### config.mk
export PLATFORM = sky130hd
export DESIGN_NAME = oam_dma_ctrl
export DESIGN_NICKNAME = d
export VERILOG_FILES = /design/src/rtl/oam_dma_ctrl.sv
export SDC_FILE = /design/constraint.sdc
export NUM_CORES = 1
export LEC_CHECK = 0
export ABC_AREA = 1
export BUFFER_PORTS_ARGS = -buffer_cell sky130_fd_sc_hd__buf_2
export CAP_MARGIN = 0
export CORE_MARGIN = 3
export CORE_UTILIZATION = 50
export CTS_BUF_LIST = sky130_fd_sc_hd__clkbuf_8
export DETAILED_ROUTE_END_ITERATION = 6
export PLACE_DENSITY = 0.76
export SLEW_MARGIN = 20
export SYNTH_ARGS = -nofsm -noshare
export SYNTH_HDL_FRONTEND = slang
export SYNTH_SLANG_ARGS = --single-unit
### constraint.sdc
create_clock -name clk -period 1.45 [get_ports clk]
set_clock_uncertainty 0.1 [all_clocks]
set_input_delay 0.2175 -clock clk [delete_from_list [all_inputs] [get_ports clk]]
set_output_delay 0.2175 -clock clk [all_outputs]
set_load 0.005 [all_outputs]
### src/rtl/oam_dma_ctrl.sv
// OAM DMA sequencer: copies LENGTH bytes from a 256-byte source page into OAM,
// one byte per clock, with a one-cycle read-to-write pipeline.
module oam_dma_ctrl #(
    parameter int LENGTH      = 160,
    parameter int START_DELAY = 1
) (
    input  logic        clk,
    input  logic        rst_n,
    input  logic        trig,
    input  logic [7:0]  trig_page,
    output logic [7:0]  page_rd,
    output logic        busy,
    output logic [15:0] src_addr,
    input  logic [7:0]  src_d_in,
    output logic [7:0]  oam_addr,
    output logic [7:0]  oam_d_wr,
    output logic        oam_write
);

    typedef enum logic [1:0] {S_IDLE, S_DELAY, S_XFER} state_t;

    localparam logic [8:0] CNT_LAST = 9'(LENGTH - 1);
    localparam logic [3:0] DLY_LAST = 4'((START_DELAY > 0) ? (START_DELAY - 1) : 0);

    state_t      state_q, state_d;
    logic [7:0]  page_q, page_d;
    logic [8:0]  cnt_q, cnt_d;
    logic [3:0]  dly_q, dly_d;
    logic        wv_q, wv_d;
    logic [7:0]  widx_q, widx_d;
    logic [7:0]  wdat_q, wdat_d;
    logic [15:0] last_addr_q, last_addr_d;

    logic [7:0]  page_eff;
    logic [15:0] rd_addr;

    // Pages 0xE0..0xFF alias onto 0xC0..0xDF.
    assign page_eff = (page_q >= 8'hE0) ? (page_q & 8'hDF) : page_q;
    assign rd_addr  = {page_eff, cnt_q[7:0]};

    always_comb begin
        state_d     = state_q;
        page_d      = page_q;
        cnt_d       = cnt_q;
        dly_d       = dly_q;
        wv_d        = 1'b0;
        widx_d      = widx_q;
        wdat_d      = wdat_q;
        last_addr_d = last_addr_q;

        case (state_q)
            S_DELAY: begin
                if (dly_q == DLY_LAST) state_d = S_XFER;
                else                   dly_d   = dly_q + 4'd1;
            end
            S_XFER: begin
                wv_d        = 1'b1;
                widx_d      = cnt_q[7:0];
                wdat_d      = src_d_in;
                last_addr_d = rd_addr;
                cnt_d       = cnt_q + 9'd1;
                if (cnt_q == CNT_LAST) state_d = S_IDLE;
            end
            default: ;
        endcase

        // A trigger restarts the sequence from any state; a byte read this
        // cycle has already been captured above and still gets written.
        if (trig) begin
            page_d  = trig_page;
            cnt_d   = 9'd0;
            dly_d   = 4'd0;
            state_d = (START_DELAY == 0) ? S_XFER : S_DELAY;
        end
    end

    always_ff @(posedge clk or negedge rst_n) begin
        if (!rst_n) begin
            state_q     <= S_IDLE;
            page_q      <= 8'h00;
            cnt_q       <= 9'd0;
            dly_q       <= 4'd0;
            wv_q        <= 1'b0;
            widx_q      <= 8'h00;
            wdat_q      <= 8'h00;
            last_addr_q <= 16'h0000;
        end else begin
            state_q     <= state_d;
            page_q      <= page_d;
            cnt_q       <= cnt_d;
            dly_q       <= dly_d;
            wv_q        <= wv_d;
            widx_q      <= widx_d;
            wdat_q      <= wdat_d;
            last_addr_q <= last_addr_d;
        end
    end

    assign page_rd   = page_q;
    assign busy      = (state_q != S_IDLE) || wv_q;
    assign src_addr  = (state_q == S_XFER) ? rd_addr : last_addr_q;
    assign oam_addr  = widx_q;
    assign oam_d_wr  = wdat_q;
    assign oam_write = wv_q;

endmodule

=== Word level (Yosys, flattened, before mapping) ===
Cells that the tools add are included.

* Eq/ne operators: 6
* Reductions and logical operators: 8
* Add/subtract/negate cells: 2
* Order comparisons: 1
* Muxes and demuxes: 12

{| class="wikitable"
|+ Operators by type and width
! kind !! number
|-
| 2-to-1 mux 9 bit || 2
|-
| 2-to-1 mux 16 bit || 1
|-
| 2-to-1 mux 4 bit || 3
|-
| adder 9 x 1 -> 9 bit, second input constant || 1
|-
| equality test 9 x 8 -> 1 bit, second input constant || 1
|-
| greater-or-equal comparator 8 bit, second input constant || 1
|-
| 2-to-1 mux 2 bit || 3
|-
| 2-to-1 mux 6 bit || 1
|-
| != test 3 bit, second input constant || 2
|-
| nonzero test 2 bit || 3
|-
| adder 4 x 1 -> 4 bit, second input constant || 1
|-
| zero test 4 bit || 1
|-
| case mux 2 bit (2 select lines) || 1
|-
| AND reduction 3 bit || 1
|-
| nonzero test 3 bit || 1
|-
| equality test 2 x 1 -> 1 bit, second input constant || 1
|-
| equality test 2 bit, second input constant || 1
|-
| != test 2 bit, second input constant || 1
|-
| AND reduction 2 bit || 1
|-
| logical OR 1 bit || 1
|-
| 2-to-1 mux 1 bit || 1
|}

* Output and inout bits: 42
* Logic and storage cells: 37
* Register bits after elaboration: 56

=== Longest topological paths before layout ===
Gate-level depths: netlist of the first run.

* Word-level depth: 4
* Gate-level depth with buffers: 8
* Depth with buffers taken out: 8

=== Worst setup path before layout of the first run ===
OpenSTA, ideal clock, no wires.

* Kind: register to output
* From: register state_q[0]
* To: output src_addr[13]
* Cell stages (with the launch flop): 5
* Data required time: 1133 ps
* Slack: 142 ps
* Data arrival time: 991 ps
* Path through: dfrtp_1 -> inv_1 -> nand2_2 -> buf_2 -> o21ai_0

* Word-level cells in the longest chain between the ends: 2

{| class="wikitable"
|+ Ends and longest elaborated chain
! what !! RTL line !! text
|-
| start, declared || 25 || <nowiki>state_t state_q, state_d;</nowiki>
|-
| start signal, assigned || 88 || <nowiki>state_q <= state_d;</nowiki>
|-
| equality test 2 bit || 101 || <nowiki>assign src_addr = (state_q == S_XFER) ? rd_addr : last_addr_q;</nowiki>
|-
| 2-to-1 mux 16 bit || - ||
|-
| end, declared || 13 || <nowiki>output logic [15:0] src_addr,</nowiki>
|}

Every way passes these cells.

=== Worst setup path after layout of the first run ===
* From: register state_q[0]
* To: output src_addr[11]

Same word-level chain as after synthesis.

==> results of run 1 <==
repair_timing:
action | 4_1_cts | 5_1_grt
gates resized for setup | 27 | 33
pin swaps | 6 | 3
endpoints found under the setup margin | 16 | 23
cloned | 1 | 1
hold endpoints to repair | 57 | 0
buffers inserted | 4 | 6
hold buffers | 2 | 0
layout make-up:
type | instances | area (um^2)
multi-input cells | 173 | 926
well taps | 52 | 65.1
flip-flops and latches | 56 | 1400
clock buffers | 6 | 82.6
inverters | 23 | 88.8
clock inverters | 2 | 11.3
repair buffers | 88 | 616
fillers | 323 | 1220
cell usage after synthesis (all sizes together) (2+ instances only):
cell   number
a21oi       7
buf         8
dfrtp      56
ha          3
inv        23
nand2     106
nand3      10
nor2       18
nor3        2
o21ai      24
logic make-up after synthesis:
kind of cell	share of synthesized area [%]
XOR/XNOR	0.380
AO/OA/AOI/OAI	6.73
adder cells (fa/ha/maj)	1.63
AND/OR/NAND/NOR	24.4
flip-flops	60.8
buffers and inverters	6.03
metal layers:
metal / GRT usage (%) / up-vias / share of wire, %
li1: - / 987 / -
met3: 4.79 / 8 / 4.4
met5: 0 / - / 0
met2: 29.8 / 56 / 50
met4: 6.04 / 0 / 1.6
met1: 24.6 / 893 / 44
final timing paths:
path,end,slack [ps],depth (start not counted)
min reg2reg,last_addr_q[14],380,2
max reg2reg,cnt_q[0],10,7
min in group asynchronous,oam_addr[4],330,3
min,oam_d_wr[1],7,3
max,src_addr[11],-270,5
max in group asynchronous,state_q[1],670,3
worst min-delay path: stages:
cell     delay [ps]
buf_2            70
nand2_1          40
nand2_1          50
power breakdown:
group          leakage, nW  switching, mW  internal (mW)
logic                0.996          0.425          0.412
registers            0.736          0.106           1.75
clock network       0.0486          0.476          0.382
layout by cell type, fill, tap and decap left out, types with 2 or more instances in the layout:
master	count
nand2_1	87
buf_2	59
dfrtp_1	55
inv_1	22
buf_4	17
nand2_2	16
o21ai_0	15
nor2_1	14
nand3_1	8
a21oi_1	7
clkbuf_8	6
o21ai_4	5
buf_6	4
o21ai_2	3
ha_1	3
buf_12	3
nor2_4	2
nor2_2	2
nand2_4	2
nand3_2	2
dlygate4sd3_1	2
registers in the layout, summed over array words and instances (netlist names):
register,flops
oam_d_wr,8
oam_addr,8
cnt_q,9
state_q,2
last_addr_q,16
dly_q,4
page_rd,8
oam_write,1
stage by stage:
stage	power (mW)	instance area, um^2	utilization (%)	setup WS [ps]
floorplan	2.12	2300	-	142
global placement	2.46	2760	62.5	48.7
detailed placement	2.48	2760	62.5	0.409
CTS	3.41	2990	67.7	-221
global route	3.76	3190	72.3	-326
finish	3.55	3190	72.3	-271
==> flow_summary.yaml, run 1 <==
timing:
  rsz0062_at_grt: "true"
  tightestPinTransition_ps: 348
  fin_crit_ps: 1720
  finalSetupViolations: 16
  hold_ws_ps: 6.68
  slew-limit-headroom_pct: 76.6
  period_share_pct: 119
  max_freq_ghz: 0.581
  fin_ws_ps: -271
  hold_viol: 0
  drv_slew: 0
  tns_ps: -3260
critical_path:
  cp_top_family: "buffers and inverters"
  cp-end-kind: "primary output"
  critPathBufInv: 3
  start_kind: "flip-flop"
  critPathRequiredTime_ps: 1130
  crit_chain: "inv_2 -> nand2_8 -> clkbuf_16 -> o21ai_2 -> buf_2"
  r2r_start: "state_q[1]"
  cp.arrival_ps: 1400
  cp-startpoint: "state_q[0]"
  crit_slowest_cell: "dfrtp_1"
  critPathMaxStageDelay_ps: 410
  path_max_fanout: 7
  critPathKind: "flip-flop to primary output"
pwr:
  powerDensity_nw_per_um2: 1110
  peakVddDrop_v: 0.000751
  p_leak_nw: 1.78
worst_hold_path:
  hold_path_class: "input port to flip-flop"
  min_from: "src_d_in[1]"
route:
  vias: 1944
  wl_mm: 5.10
  drc: 0
  wl_per_cell_um: 12.8
  via_per_inst: 4.86
  ant_nets: 0
  drt-pass1-iter-count: 4
  drt_iter0_drc: 127
synthesis:
  synth_area_leaders: "dfrtp_1, nand2_1, o21ai_0"
  netlist_area_um2: 2300
  syn_inst: 261
  netlist.area_leader.share_pct: 60.8
  ys_ff_latch: 56
  yosysTopAreaCell: "dfrtp_1"
  synth_fp_nets: 283
  seq_area_frac_synth_pct: 60.8
  syn_avg_cell_area_um2: 8.83
  ys_types: 21
  yosysWarnings: 0
  synthArstFlopShare_pct: 100
  synth-edff-count: 0
  yosys_most_used_dff: "dfrtp_1"
die:
  core_um2: 4410
  start_util_pct: 52.2
  die_h_um: 73.9
  die_w_um: 73.9
  die_area_um2: 5460
  num_io_pins: 61
  fp-row-count: 24
global_routing:
  grt_start_max_net_pins: 57
  grt_usage_pct: 18.6
  overflow: 0
  grt_antenna_before_repair: 0
  grt_pass1_vias: 1768
  grt_pass1_wl_mm: 7.73
clock_tree:
  cts_sinks: 56
  insertion_delay_ps: 300
  cts_tree: "done"
  htree_levels: 2
  cts_inserted_buffers: 5
  clock-root-buffer: "clkbuf_8"
  clockBufferDepth: 2
  clkTransAtPathRegs_ps: 100
finish:
  nets: 369
  n_antenna_cell: 0
  instances_no_fill: 400
  area_growth_pct: 38.5
  drive_gt1_share_pct: 37.6
outcome:
  violations: "setup timing"
  status: "finished, violations left"
placement:
  dp_cells: 378
  portBuffers: 60
  dp_hpwl_mm: 3.37
  gp_congestion: 0.772
run:
  drv_cap: 0
Power figures use the tool's default switching activity.
==> inputs of run 2 (changes only) <==
- CORE_UTILIZATION: 50 -> 52
- PLACE_DENSITY: 0.76 -> 0.79
==> run 2 against run 1 <==
The flow still finishes with violations (setup timing). Sequential power is essentially flat. Non-clock buffer count rose by 11. Clock-buffer cell count unchanged. Design area up 1.8%. Fmax increased by 0.50%. Register-to-register slack got worse by 140 ps. Die area fell by 3.5%. Hold slack lost 1.0 ps. First-iteration DRC count fell by 14%.
==> flow_summary.yaml, run 2 (synthesis results as in run 1) <==
outcome:
  status: "finished, violations left"
  violations: "setup timing"
clock_tree:
  clockBufferDepth: 2
  cts_tree: "done"
  clock-root-buffer: "clkbuf_8"
  cts_sinks: 56
  htree_levels: 2
  insertion_delay_ps: 320
  clkTransAtPathRegs_ps: 90
  cts_inserted_buffers: 5
global_routing:
  met1_usage_pct: 28.5
  grt_pass1_vias: 2063
  grt_pass1_wl_mm: 9.45
  grtUsageMet2_pct: 38.8
  use_met3_pct: 5.37
  grt_antenna_before_repair: 0
  grt_usage_pct: 23.3
  overflow: 0
  grt_start_max_net_pins: 57
  grt.busiest_layer: "met2"
finish:
  nets: 380
  fill_cells: 280
  area_growth_pct: 41.0
  n_antenna_cell: 0
  layout_common_cells: "nand2_1, buf_2, dfrtp_1"
  drive_gt1_share_pct: 38.7
  mostFrequentLayoutCell: "nand2_1"
  reg.largest.list: "last_addr_q (16), cnt_q (9)"
  regMostFlops: "last_addr_q"
  largest_register_ffs: 16
pwr:
  powerDensity_nw_per_um2: 1100
  peakVddDrop_v: 0.000861
  p_leak_nw: 1.84
critical_path:
  cp-end-kind: "primary output"
  start_kind: "flip-flop"
  cp.arrival_ps: 1390
  critPathKind: "flip-flop to primary output"
  r2r_slack_ps: -130
  r2r.worst_path.cells: 9
  critPathRequiredTime_ps: 1130
  path_max_fanout: 7
timing:
  hold_ws_ps: 5.66
  slew-limit-headroom_pct: 80.4
  fin_crit_ps: 1710
  rsz0062_at_grt: "true"
  hold_viol: 0
  period_share_pct: 118
  finalSetupViolations: 20
  drv_slew: 0
  tightestPinTransition_ps: 293
  max_freq_ghz: 0.584
  fin_ws_ps: -262
  tns_ps: -3810
route:
  vias: 2124
  drc: 0
  ant_nets: 0
  wl_per_cell_um: 14.3
  drt-pass1-iter-count: 4
  drt_iter0_drc: 109
  via_per_inst: 5.19
  wl_mm: 5.83
placement:
  portBuffers: 60
  gp_congestion: 0.806
  dp_hpwl_mm: 3.35
die:
  num_io_pins: 61
  fp-row-count: 23
  die_w_um: 72.6
  core_um2: 4140
  start_util_pct: 55.6
  die_area_um2: 5270
  die_h_um: 72.6
worst_hold_path:
  hold_depth: 3
  hold_path_class: "input port to flip-flop"
run:
  drv_cap: 0
[run 2: cell count changes in the layout (fill, tap and decap cells not counted), moves of 3 or more]
cell,before,now
o21ai_4,5,2
buf_4,17,25
nand2_4,2,6
o21ai_1,1,4
dlygate4sd3_1,2,7
nand2_2,16,13
[run 2: timing repair]
action / in CTS / in global routing
cloned: 1 / 0
buffers inserted: 14 / 5
setup endpoints to repair: 16 / 30
hold endpoints to repair: 62 / 0
hold buffers: 7 / 0
resized for setup: 46 / 16
pin swaps: 7 / 5
[run 2: stage by stage]
step | utilization [%] | setup slack (ps) | total power [mW] | cell area, um^2 | instances
global route | 78.4 | -314 | 3.75 | 3250 | 409
CTS | 76.5 | -212 | 3.55 | 3170 | 405
global placement | 66.1 | 33.7 | 2.46 | 2740 | 375
detailed placement | 66.1 | -17.0 | 2.47 | 2740 | 375
finish | 78.4 | -262 | 3.59 | 3250 | 409
floorplan | - | 142 | 2.12 | 2300 | 261
[run 2: layout make-up]
class                           count  area, um^2  area share (%)
Sequential cell                    56        1400            43.2
Multi-Input combinational cell    173         911            28.0
Timing Repair Buffer               99         691            21.2
Inverter                           23        86.3            2.66
Clock buffer                        6        82.6            2.54
Tap cell                           50        62.6            1.92
Clock inverter                      2        13.8           0.423
[run 2: report_power, final]
part / internal, mW / leakage (nW) / switching (mW) / total [mW]
Clock: 0.392 / 0.0516 / 0.508 / 0.899
Combinational: 0.412 / 1.06 / 0.433 / 0.845
Sequential: 1.75 / 0.735 / 0.0957 / 1.84
[run 2: final timing paths]
kind                                   to      startpoint
max in group asynchronous      state_q[1]           rst_n
hold / removal                 page_rd[4]    trig_page[4]
hold reg to reg            last_addr_q[9]  last_addr_q[9]
setup / recovery             src_addr[10]      state_q[1]
setup reg to reg           last_addr_q[0]      state_q[0]
min in group asynchronous  last_addr_q[7]           rst_n
[run 2: worst max-delay path: stages (launching register included)]
cell and delay [ps]:
dfrtp_2 460, nand2_4 130, buf_6 160, nand2_1 100
o21ai_2 90, buf_2 140
[run 2: per-layer routing]
metal  up-vias  wire [um]
li1       1004          -
met1      1014       2340
met2        82       2990
met3        24        273
met4         0        236
met5         -          0
==> inputs of run 3 (changes only) <==
- clock period: 1.45 -> 2 ns (I/O delays scaled with it)
==> run 3 against run 2 <==
The run now ends clean. Sequential share of layout area rose by 7.0 points. Routed wire length fell by 17%. Register-to-register slack improved by 530 ps. Hold slack improved by 77 ps. Flip-flop and latch count did not move. Non-clock buffer count fell by 33. Largest power group unchanged.
==> flow_summary.yaml, run 3 (synthesis results as in run 1) <==
global_routing:
  overflow: 0
  grt_antenna_before_repair: 0
  grt_pass1_wl_mm: 7.89
  grt_usage_pct: 19.1
  grt_start_max_net_pins: 57
  grt_pass1_vias: 1776
clock_tree:
  clockBufferDepth: 2
  clock-root-buffer: "clkbuf_8"
  cts_tree: "done"
  insertion_delay_ps: 300
  post-cts-setup-buffers: 0
  clkTransAtPathRegs_ps: 90
  htree_levels: 2
  cts_inserted_buffers: 5
  cts_sinks: 56
critical_path:
  critPathMaxStageDelay_ps: 460
  cp_top_family: "flip-flops"
  path_max_fanout: 17
  crit_chain: "inv_2 -> nand2_4 -> buf_12 -> o21ai_1 -> buf_2"
  cp-startpoint: "state_q[0]"
  r2r_start: "state_q[0]"
  start_kind: "flip-flop"
  cp-end-kind: "primary output"
  r2r.worst_path.cells: 9
  cp.arrival_ps: 1490
  critPathRequiredTime_ps: 1600
  critPathBufInv: 3
  critPathKind: "flip-flop to primary output"
  r2r_slack_ps: 400
  crit_slowest_cell: "dfrtp_2"
  r2r_end: "state_q[0]"
pwr:
  pwr-share-clk_pct: 24.5
  p_int_mw: 1.69
  p_switching_uw: 640
  p_leak_nw: 1.61
  sequentialPowerShare_pct: 57.0
  peakVddDrop_v: 0.000479
  power_frac_comb_pct: 18.5
  p_sw_share_pct: 27.5
  powerDensity_nw_per_um2: 833
die:
  die_w_um: 72.6
  die_h_um: 72.6
  num_io_pins: 61
  fp-row-count: 23
  start_util_pct: 55.6
  die_area_um2: 5270
  core_um2: 4140
timing:
  fin_crit_ps: 1890
  max_freq_ghz: 0.528
  hold_viol: 0
  tns_ps: 0
  drv_slew: 0
  period_share_pct: 94.7
  hold_ws_ps: 82.8
  tightestPinTransition_ps: 429
  fin_ws_ps: 106
  slew-limit-headroom_pct: 71.4
  finalSetupViolations: 0
finish:
  drive_gt1_share_pct: 24.3
  area_growth_pct: 21.3
  layout_common_cells: "nand2_1, buf_2, dfrtp_1"
  regMostFlops: "last_addr_q"
  fill_cells: 346
  final_area_um2: 2800
  largest_register_ffs: 16
  nets: 347
  reg.largest.list: "last_addr_q (16), cnt_q (9)"
  mostFrequentLayoutCell: "nand2_1"
  n_antenna_cell: 0
worst_hold_path:
  min_from: "src_d_in[1]"
  hold_path_class: "input port to flip-flop"
  min_to: "oam_d_wr[1]"
  hold_depth: 3
route:
  wl_mm: 4.82
  vias: 1868
  ant_nets: 0
  wl_per_cell_um: 12.8
  drc: 0
  drt_iter0_drc: 147
  via_per_inst: 4.98
  drt-pass1-iter-count: 4
placement:
  dp_hpwl_mm: 3.27
  post-place-ws_ps: 261
  portBuffers: 60
  gp_congestion: 0.787
  post_dp_cell_area_um2: 2670
run:
  drv_cap: 0
outcome:
  status: "finished, final reports clean"
-- run 3: cell types whose count changed in the layout (fill, tap and decap cells not counted), sizes merged --
cell         before  now
bufbuf            1    0
dlygate4sd3       7    1
buf              91   64
-- run 3: worst max-delay path by stage --
stage              endpoint  depth (start not counted)
6_report        src_addr[8]                          5
3_5_place_dp    src_addr[8]                          5
5_1_grt         src_addr[1]                          5
2_1_floorplan  src_addr[13]                          4
3_3_place_gp   src_addr[11]                          5
4_1_cts        src_addr[10]                          5
-- run 3: final cells by class --
class,count,area (um^2),area share [%]
Tap cell,50,62.6,2.24
Clock inverter,2,8.76,0.313
Multi-Input combinational cell,173,777,27.8
Inverter,23,86.3,3.09
Sequential cell,56,1400,50.2
Clock buffer,5,68.8,2.46
Timing Repair Buffer,66,390,14.0
-- run 3: worst min-delay path, delay by kind of cell --
family        cells  cell delay (ps)
buf+inv           1               70
simple gates      2               80
-- run 3: power by group through the flow --
stage | sequential (mW) | clock, mW | combinational (mW)
after floorplan | 1.35 | 0 | 0.190
after global placement | 1.34 | 0 | 0.402
after detailed placement | 1.35 | 0 | 0.415
after CTS | 1.33 | 0.586 | 0.423
after global routing | 1.34 | 0.625 | 0.485
final | 1.33 | 0.571 | 0.430
-- run 3: metal layers --
| metal | vias to the layer above | part of all wire, % | GRT usage (%) |
|---|---|---|---|
| met2 | 43 | 48 | 31.2 |
| met3 | 8 | 4.5 | 3.86 |
| li1 | 938 | - | - |
| met4 | 0 | 1.4 | 7.17 |
| met5 | - | 0 | 0 |
| met1 | 879 | 46 | 25.4 |
-- run 3: timing repair --
action / CTS / global route
pin swaps: 0 / 1
endpoints found under the setup margin: 6 / 5
gates resized for setup: 5 / 3
cloned: 0 / 1
hold endpoints to repair: 56 / 0
hold buffers: 1 / 0
-- run 3: through the flow --
step                      total power [mW]  util (%)  instances
after floorplan                       1.54         -        261
after global placement                1.75      64.4        366
after detailed placement              1.76      64.4        366
after CTS                             2.34      66.8        374
after global routing                  2.45      67.5        375
final                                 2.33      67.5        375
